**src/rtl/renkon_pool_stream_if.sv**
```systemverilog
// Stream port bundle for renkon_pool_stream: window config, input beats and pooled results.
interface renkon_pool_stream_if #(
    parameter int DWIDTH = 16,
    parameter int LANES  = 4,
    parameter int CWIDTH = 5,
    parameter int SWIDTH = 4
);
    logic                      clear;
    logic                      mode;
    logic [CWIDTH-1:0]         win_len;
    logic [SWIDTH-1:0]         avg_shift;
    logic                      in_valid;
    logic [LANES*DWIDTH-1:0]   pixel_in;
    logic                      out_valid;
    logic [LANES*DWIDTH-1:0]   pixel_out;
    logic                      busy;

    modport master (
        output clear, mode, win_len, avg_shift, in_valid, pixel_in,
        input  out_valid, pixel_out, busy
    );

    modport slave (
        input  clear, mode, win_len, avg_shift, in_valid, pixel_in,
        output out_valid, pixel_out, busy
    );
endinterface

```
**src/rtl/renkon_pool_stream.sv**
```systemverilog
// Multi-lane streaming window pooler: signed max or shifted/saturated average over
// 1..MAXWIN elements, three-stage pipeline (input reg, accumulate, result reg).
module renkon_pool_lane #(
    parameter int DWIDTH = 16,
    parameter int CWIDTH = 5,
    parameter int SWIDTH = 4
) (
    input  logic              clk,
    input  logic              xrst,
    input  logic              acc_en,
    input  logic              first,
    input  logic              mode,
    input  logic [DWIDTH-1:0] px,
    input  logic              res_en,
    input  logic              res_mode,
    input  logic [SWIDTH-1:0] res_shift,
    output logic [DWIDTH-1:0] res_q
);
    localparam int AW = DWIDTH + CWIDTH;
    localparam logic signed [AW-1:0] MAXV = {{(CWIDTH+1){1'b0}}, {(DWIDTH-1){1'b1}}};
    localparam logic signed [AW-1:0] MINV = {{(CWIDTH+1){1'b1}}, {(DWIDTH-1){1'b0}}};

    logic [AW-1:0]        acc_q, acc_d, pxe;
    logic signed [AW-1:0] shifted;
    logic [DWIDTH-1:0]    sat, res_d;

    always_comb begin
        pxe     = {{CWIDTH{px[DWIDTH-1]}}, px};
        shifted = $signed(acc_q) >>> res_shift;
        if (shifted > MAXV)      sat = MAXV[DWIDTH-1:0];
        else if (shifted < MINV) sat = MINV[DWIDTH-1:0];
        else                     sat = shifted[DWIDTH-1:0];

        // First element reloads, so negative-only windows need no seed value.
        acc_d = acc_q;
        if (acc_en) begin
            if (first)                              acc_d = pxe;
            else if (mode)                          acc_d = acc_q + pxe;
            else if ($signed(pxe) > $signed(acc_q)) acc_d = pxe;
        end

        res_d = res_q;
        if (res_en) res_d = res_mode ? sat : acc_q[DWIDTH-1:0];
    end

    always_ff @(posedge clk or negedge xrst) begin
        if (!xrst) begin
            acc_q <= '0;
            res_q <= '0;
        end else begin
            acc_q <= acc_d;
            res_q <= res_d;
        end
    end
endmodule

module renkon_pool_stream #(
    parameter int DWIDTH = 16,
    parameter int LANES  = 4,
    parameter int MAXWIN = 16,
    parameter int CWIDTH = 5,
    parameter int SWIDTH = 4
) (
    input  logic                 clk,
    input  logic                 xrst,
    renkon_pool_stream_if.slave  bus
);
    logic [CWIDTH-1:0] cnt_q, cnt_d, len_q, len_d, cur_len;
    logic              mode_q, mode_d;
    logic [SWIDTH-1:0] shift_q, shift_d;
    logic              is_first, is_last;

    // [0] stage-1 valid, [1] stage-2 valid, [2] out_valid
    logic [2:0] vld_pipe_q, vld_pipe_d;

    logic [LANES-1:0][DWIDTH-1:0] px_q, px_d, res;
    logic              s1_first_q, s1_first_d, s1_last_q, s1_last_d, s1_mode_q, s1_mode_d;
    logic [SWIDTH-1:0] s1_shift_q, s1_shift_d, s2_shift_q, s2_shift_d;
    logic              s2_last_q, s2_last_d, s2_mode_q, s2_mode_d;
    logic              res_en;

    assign is_first = (cnt_q == '0);
    assign cur_len  = !is_first ? len_q : ((bus.win_len == '0) ? CWIDTH'(1) : bus.win_len);
    assign is_last  = (cnt_q == cur_len - CWIDTH'(1));
    assign res_en   = vld_pipe_q[1] & s2_last_q & ~bus.clear;

    always_comb begin
        cnt_d      = cnt_q;
        len_d      = len_q;
        mode_d     = mode_q;
        shift_d    = shift_q;
        px_d       = px_q;
        s1_first_d = s1_first_q;
        s1_last_d  = s1_last_q;
        s1_mode_d  = s1_mode_q;
        s1_shift_d = s1_shift_q;
        s2_last_d  = s2_last_q;
        s2_mode_d  = s2_mode_q;
        s2_shift_d = s2_shift_q;

        if (bus.clear) begin
            cnt_d = '0;
        end else if (bus.in_valid) begin
            cnt_d = is_last ? '0 : cnt_q + CWIDTH'(1);
            if (is_first) begin
                len_d   = cur_len;
                mode_d  = bus.mode;
                shift_d = bus.avg_shift;
            end
            // Config rides with each beat so a following window can't disturb it.
            px_d       = bus.pixel_in;
            s1_first_d = is_first;
            s1_last_d  = is_last;
            s1_mode_d  = is_first ? bus.mode : mode_q;
            s1_shift_d = is_first ? bus.avg_shift : shift_q;
        end

        if (vld_pipe_q[0]) begin
            s2_last_d  = s1_last_q;
            s2_mode_d  = s1_mode_q;
            s2_shift_d = s1_shift_q;
        end

        vld_pipe_d = bus.clear ? 3'b000 :
                     {vld_pipe_q[1] & s2_last_q, vld_pipe_q[0], bus.in_valid};
    end

    always_ff @(posedge clk or negedge xrst) begin
        if (!xrst) begin
            cnt_q      <= '0;
            len_q      <= '0;
            mode_q     <= 1'b0;
            shift_q    <= '0;
            vld_pipe_q <= '0;
            px_q       <= '0;
            s1_first_q <= 1'b0;
            s1_last_q  <= 1'b0;
            s1_mode_q  <= 1'b0;
            s1_shift_q <= '0;
            s2_last_q  <= 1'b0;
            s2_mode_q  <= 1'b0;
            s2_shift_q <= '0;
        end else begin
            cnt_q      <= cnt_d;
            len_q      <= len_d;
            mode_q     <= mode_d;
            shift_q    <= shift_d;
            vld_pipe_q <= vld_pipe_d;
            px_q       <= px_d;
            s1_first_q <= s1_first_d;
            s1_last_q  <= s1_last_d;
            s1_mode_q  <= s1_mode_d;
            s1_shift_q <= s1_shift_d;
            s2_last_q  <= s2_last_d;
            s2_mode_q  <= s2_mode_d;
            s2_shift_q <= s2_shift_d;
        end
    end

    for (genvar k = 0; k < LANES; k++) begin : g_lane
        renkon_pool_lane #(.DWIDTH(DWIDTH), .CWIDTH(CWIDTH), .SWIDTH(SWIDTH)) u_lane (
            .clk       (clk),
            .xrst      (xrst),
            .acc_en    (vld_pipe_q[0]),
            .first     (s1_first_q),
            .mode      (s1_mode_q),
            .px        (px_q[k]),
            .res_en    (res_en),
            .res_mode  (s2_mode_q),
            .res_shift (s2_shift_q),
            .res_q     (res[k])
        );
    end

    assign bus.pixel_out = res;
    assign bus.out_valid = vld_pipe_q[2];
    assign bus.busy      = (cnt_q != '0) | vld_pipe_q[0] | vld_pipe_q[1];
endmodule

```
**src/flat_wrapper.sv**
```systemverilog
// flat-port wrapper written by rule: the top's interface ports become plain ports
module renkon_pool_stream_flat 
#(
    parameter int DWIDTH = 16,
    parameter int LANES  = 4,
    parameter int MAXWIN = 16,
    parameter int CWIDTH = 5,
    parameter int SWIDTH = 4
)
  (clk, xrst, bus_clear, bus_mode, bus_win_len, bus_avg_shift, bus_in_valid, bus_pixel_in, bus_out_valid, bus_pixel_out, bus_busy);
  renkon_pool_stream_if #(.DWIDTH(DWIDTH), .LANES(LANES), .CWIDTH(CWIDTH), .SWIDTH(SWIDTH)) bus_i ();
  input  logic clk;
  input  logic xrst;
  input wire logic [$bits(bus_i.clear)-1:0] bus_clear;
  input wire logic [$bits(bus_i.mode)-1:0] bus_mode;
  input wire logic [$bits(bus_i.win_len)-1:0] bus_win_len;
  input wire logic [$bits(bus_i.avg_shift)-1:0] bus_avg_shift;
  input wire logic [$bits(bus_i.in_valid)-1:0] bus_in_valid;
  input wire logic [$bits(bus_i.pixel_in)-1:0] bus_pixel_in;
  output wire logic [$bits(bus_i.out_valid)-1:0] bus_out_valid;
  output wire logic [$bits(bus_i.pixel_out)-1:0] bus_pixel_out;
  output wire logic [$bits(bus_i.busy)-1:0] bus_busy;
  assign bus_i.clear = bus_clear;
  assign bus_i.mode = bus_mode;
  assign bus_i.win_len = bus_win_len;
  assign bus_i.avg_shift = bus_avg_shift;
  assign bus_i.in_valid = bus_in_valid;
  assign bus_i.pixel_in = bus_pixel_in;
  assign bus_out_valid = bus_i.out_valid;
  assign bus_pixel_out = bus_i.pixel_out;
  assign bus_busy = bus_i.busy;
  renkon_pool_stream #(.DWIDTH(DWIDTH), .LANES(LANES), .MAXWIN(MAXWIN), .CWIDTH(CWIDTH), .SWIDTH(SWIDTH)) u_core (.clk(clk), .xrst(xrst), .bus(bus_i));
endmodule
```
**config.mk**
```make
export PLATFORM = sky130hd
export DESIGN_NAME = renkon_pool_stream_flat
export DESIGN_NICKNAME = d
export VERILOG_FILES = /design/src/rtl/renkon_pool_stream_if.sv /design/src/rtl/renkon_pool_stream.sv /design/src/flat_wrapper.sv
export SDC_FILE = /design/constraint.sdc
export NUM_CORES = 1
export LEC_CHECK = 0
export BUFFER_PORTS_ARGS = -buffer_cell sky130_fd_sc_hd__clkbuf_2
export CORE_UTILIZATION = 50
export DETAILED_ROUTE_END_ITERATION = 8
export GPL_TIMING_DRIVEN = 0
export HOLD_SLACK_MARGIN = 0.15
export PLACE_DENSITY = 0.74
export SYNTH_ARGS = -nofsm -noshare
export SYNTH_HDL_FRONTEND = slang
export SYNTH_HIERARCHICAL = 1
export SYNTH_SLANG_ARGS = --single-unit
```
**constraint.sdc**
```tcl
create_clock -name clk -period 3.4 [get_ports clk]
set_clock_uncertainty 0.15 [all_clocks]
set_input_delay 0.51 -clock clk [delete_from_list [all_inputs] [get_ports clk]]
set_output_delay 0.51 -clock clk [all_outputs]
set_load 0.005 [all_outputs]
```
==> flow_summary_export.csv <==
group,metric,value,unit
pwr,ir_drop,414,uV
critical_path,end_kind,"register",
timing,finalCritPeriodShare,96.6,%
pwr,p_per_area,898,nW/um^2
synth,ys_async_sr_fraction,100,%
clock_network,root_buffer,"clkbuf_16",
final_layout,area_growth,16.7,%
clock_network,htree_levels,1,
grt,grt_util_met1,37.2,%
synth,ys_types,111,
pwr,power_leakage,10.8,nW
min_path,hold_class,"input pin to register",
final_layout,fill_cells,3602,
clock_network,cts_tree,"done",
run,max_cap_viol_count,0,
drt,vias,18889,
floorplanning,io_pins,144,
synth,syn_area,20300,um^2
synth,synth-seq-cells,238,
grt,grt_pass1_vias,18697,
drt,final_antenna_net_count,0,
placed_design,pre_cts_slack,-0.162,ns
floorplanning,core,39800,um^2
grt,grt-ovfl-total,0,
grt,grt_max_degree,108,
synth,seq_area_frac_synth,29.4,%
grt,antenna_found_initial,2,
timing,period_minus_slack,3.28,ns
clock_network,clk-insertion-delay-late,0.57,ns
grt,grt_pass1_wl,96200,um
final_layout,mostFrequentLayoutCells,"nand2_1, dfrtp_1, nor2_1",
clock_network,numCtsBuffers,29,
grt,met3_usage,3.20,%
critical_path,crit_type,"register to register",
timing,max-slew-margin-rel,29.9,%
clock_network,clkTransAtPathRegs,0.06,ns
final_layout,drive_gt1_share,16.0,%
grt,grt_use_total,28.6,%
final_layout,nNetsFinal,2892,
drt,wl_per_cell,18.8,um
timing,fmax,305,MHz
timing,worst_slack,0.116,ns
floorplanning,die_y,203,um
drt,viasPerCell,5.93,
final_layout,layout_commonest_cell,"nand2_1",
floorplanning,dieArea,41300,um^2
synth,synth_nets,2631,
placed_design,io_buffers,143,
placed_design,globalplace.congestion,0.977,
floorplanning,rows,73,
synth,ys_warn_count,6,
timing,final-max-slew-violation-count,0,
synth,synth_edf_count,0,
clock_network,clockBufferDepth,3,
timing,tightest_slew,1.05,ns
grt,grt.met2_usage,48.7,%
timing,fin_hold_ws,0.280,ns
critical_path,crit_path_start_kind,"register",
synth,synth.avg_cell_area,8.51,um^2
drt,drc,0,
grt,grt.busiest_layer,"met2",
synth,synthCells,2382,
placed_design,hpwl,45000,um
drt,dr.first_iter.drc_count,1243,
floorplanning,die_w,203,um
outcome,status,"finished, final reports clean",
clock_network,cts_sinks,238,
critical_path,crit_required,3.70,ns
synth,synth_flop_cell,"dfrtp_1",
timing,hold_viol_final,0,
drt,first_pass_iters,6,
drt,routed_wl,59800,um
critical_path,crit_arrival,3.58,ns
floorplanning,initial_core_util,50.9,%
timing,setup_violations,0,
critical_path,cp_max_fo,3,
[cells by family after synthesis]
group / share of synthesized area [%]
buf+inv: 6.53
mux: 10.9
simple gates: 17.1
fa+ha+maj: 10.7
flops: 29.4
xor+xnor: 2.55
compound gates: 22.8
[final cells by class]
type | instances | area, um^2 | share of cell area, %
multi-input combinational | 1829 | 13100 | 55.4
sequential | 238 | 5970 | 25.2
timing repair buffer | 231 | 1620 | 6.86
clock buffer | 37 | 786 | 3.32
inverter | 183 | 687 | 2.91
tap | 525 | 657 | 2.78
buffer | 131 | 639 | 2.70
clock inverter | 12 | 173 | 0.730
antenna | 1 | 2.50 | 0.0106
[layer usage]
layer / vias up / wire length, um
met5: - / 0
met4: 0 / 2050
met3: 135 / 3430
met2: 629 / 28600
met1: 9095 / 25800
li1: 9030 / -
[final timing paths]
check	end	from	cells past startpoint	slack (ns)
worst min-delay path	u_core/cnt_q[3]	bus_in_valid	3	0.28
worst min register to register	u_core/g_lane[2].u_lane/res_q[0]	u_core/g_lane[2].u_lane/res_q[0]	1	0.34
worst max register to register	u_core/g_lane[0].u_lane/acc_q[20]	u_core/px_q[0]	11	0.12
max in group asynchronous	u_core/px_q[31]	xrst	4	1.38
min in group asynchronous	u_core/g_lane[2].u_lane/res_q[11]	xrst	2	0.48
worst max-delay path	u_core/g_lane[0].u_lane/acc_q[20]	u_core/px_q[0]	11	0.12
[synthesized netlist by cell type (all sizes together) (9+ instances only)]
master / number / area share (%)
and2: 21 / 0.65
xor2: 12 / 0.52
nor3: 34 / 0.91
o31ai: 25 / 0.95
o2bb2ai: 24 / 1.0
xnor2: 47 / 2.0
a211oi: 48 / 1.8
buf: 55 / 1.7
a21oi: 156 / 3.9
a221oi: 22 / 1.3
inv: 181 / 3.4
nand2: 345 / 6.4
mux2: 50 / 2.8
nand3: 23 / 0.62
o211a: 9 / 0.44
a21o: 14 / 0.52
o221ai: 31 / 1.4
a31oi: 23 / 0.80
nand4: 17 / 0.52
dfrtp: 238 / 29
mux2i: 69 / 3.4
clkbuf: 77 / 1.4
nor2: 188 / 3.6
o21ai: 203 / 5.1
or4: 9 / 0.40
o21a: 13 / 0.48
o311ai: 9 / 0.51
nand2b: 32 / 0.99
o211ai: 23 / 0.85
nor2b: 31 / 0.97
or3: 13 / 0.43
nor4: 10 / 0.31
and3: 9 / 0.28
ha: 167 / 10
mux4: 42 / 4.7
[timing repair]
| item | 4_1_cts | 5_1_grt |
|---|---|---|
| buffers inserted | 6 | 3 |
| endpoints found under the setup margin | 28 | 75 |
| hold buffers | 76 | 0 |
| pin swaps | 5 | 4 |
| hold endpoints to repair | 181 | 0 |
| resized for setup | 15 | 24 |
[worst max-delay path, stage by stage, from the launching register on]
cell      delay, ns
dfrtp_1        0.41
ha_2           0.21
fa_2           0.34
nor2b_4        0.15
o311ai_4       0.28
a31oi_4        0.15
a221oi_4       0.37
o41ai_4        0.12
a221oi_2       0.33
o31ai_2        0.11
and4b_1        0.18
or3_1          0.36
[report_power, final]
group          switching, mW  total [mW]  internal [mW]
Clock                   1.25        3.17           1.92
Sequential              1.60        5.45           3.85
Combinational           7.20        12.6           5.40
Total                   10.1        21.2           11.2
[per-stage QoR]
stage	TNS, ns	instance area [um^2]	total power [mW]	cells	utilization, %
floorplan	0	20300	14.1	2382	-
global placement	-755.27	21600	17.3	3050	54.3
detailed placement	-0.475	21700	17.5	3053	54.5
CTS	0	23500	21.0	3184	59.1
global route	-0.0810	23600	22.8	3186	59.4
finish	0	23600	21.2	3187	59.4
[flip-flops by register name (all words and copies together), names as in the netlist]
register / cells
u_core/s1_mode_q: 1
u_core/g_lane.u_lane/res_q: 64
u_core/len_q: 5
u_core/s2_last_q: 1
u_core/vld_pipe_q: 3
u_core/s2_shift_q: 4
u_core/s1_shift_q: 4
u_core/s1_last_q: 1
u_core/px_q: 64
u_core/s1_first_q: 1
u_core/g_lane.u_lane/acc_q: 84
u_core/s2_mode_q: 1
u_core/cnt_q: 5
(Power assumes the default switching activity.)
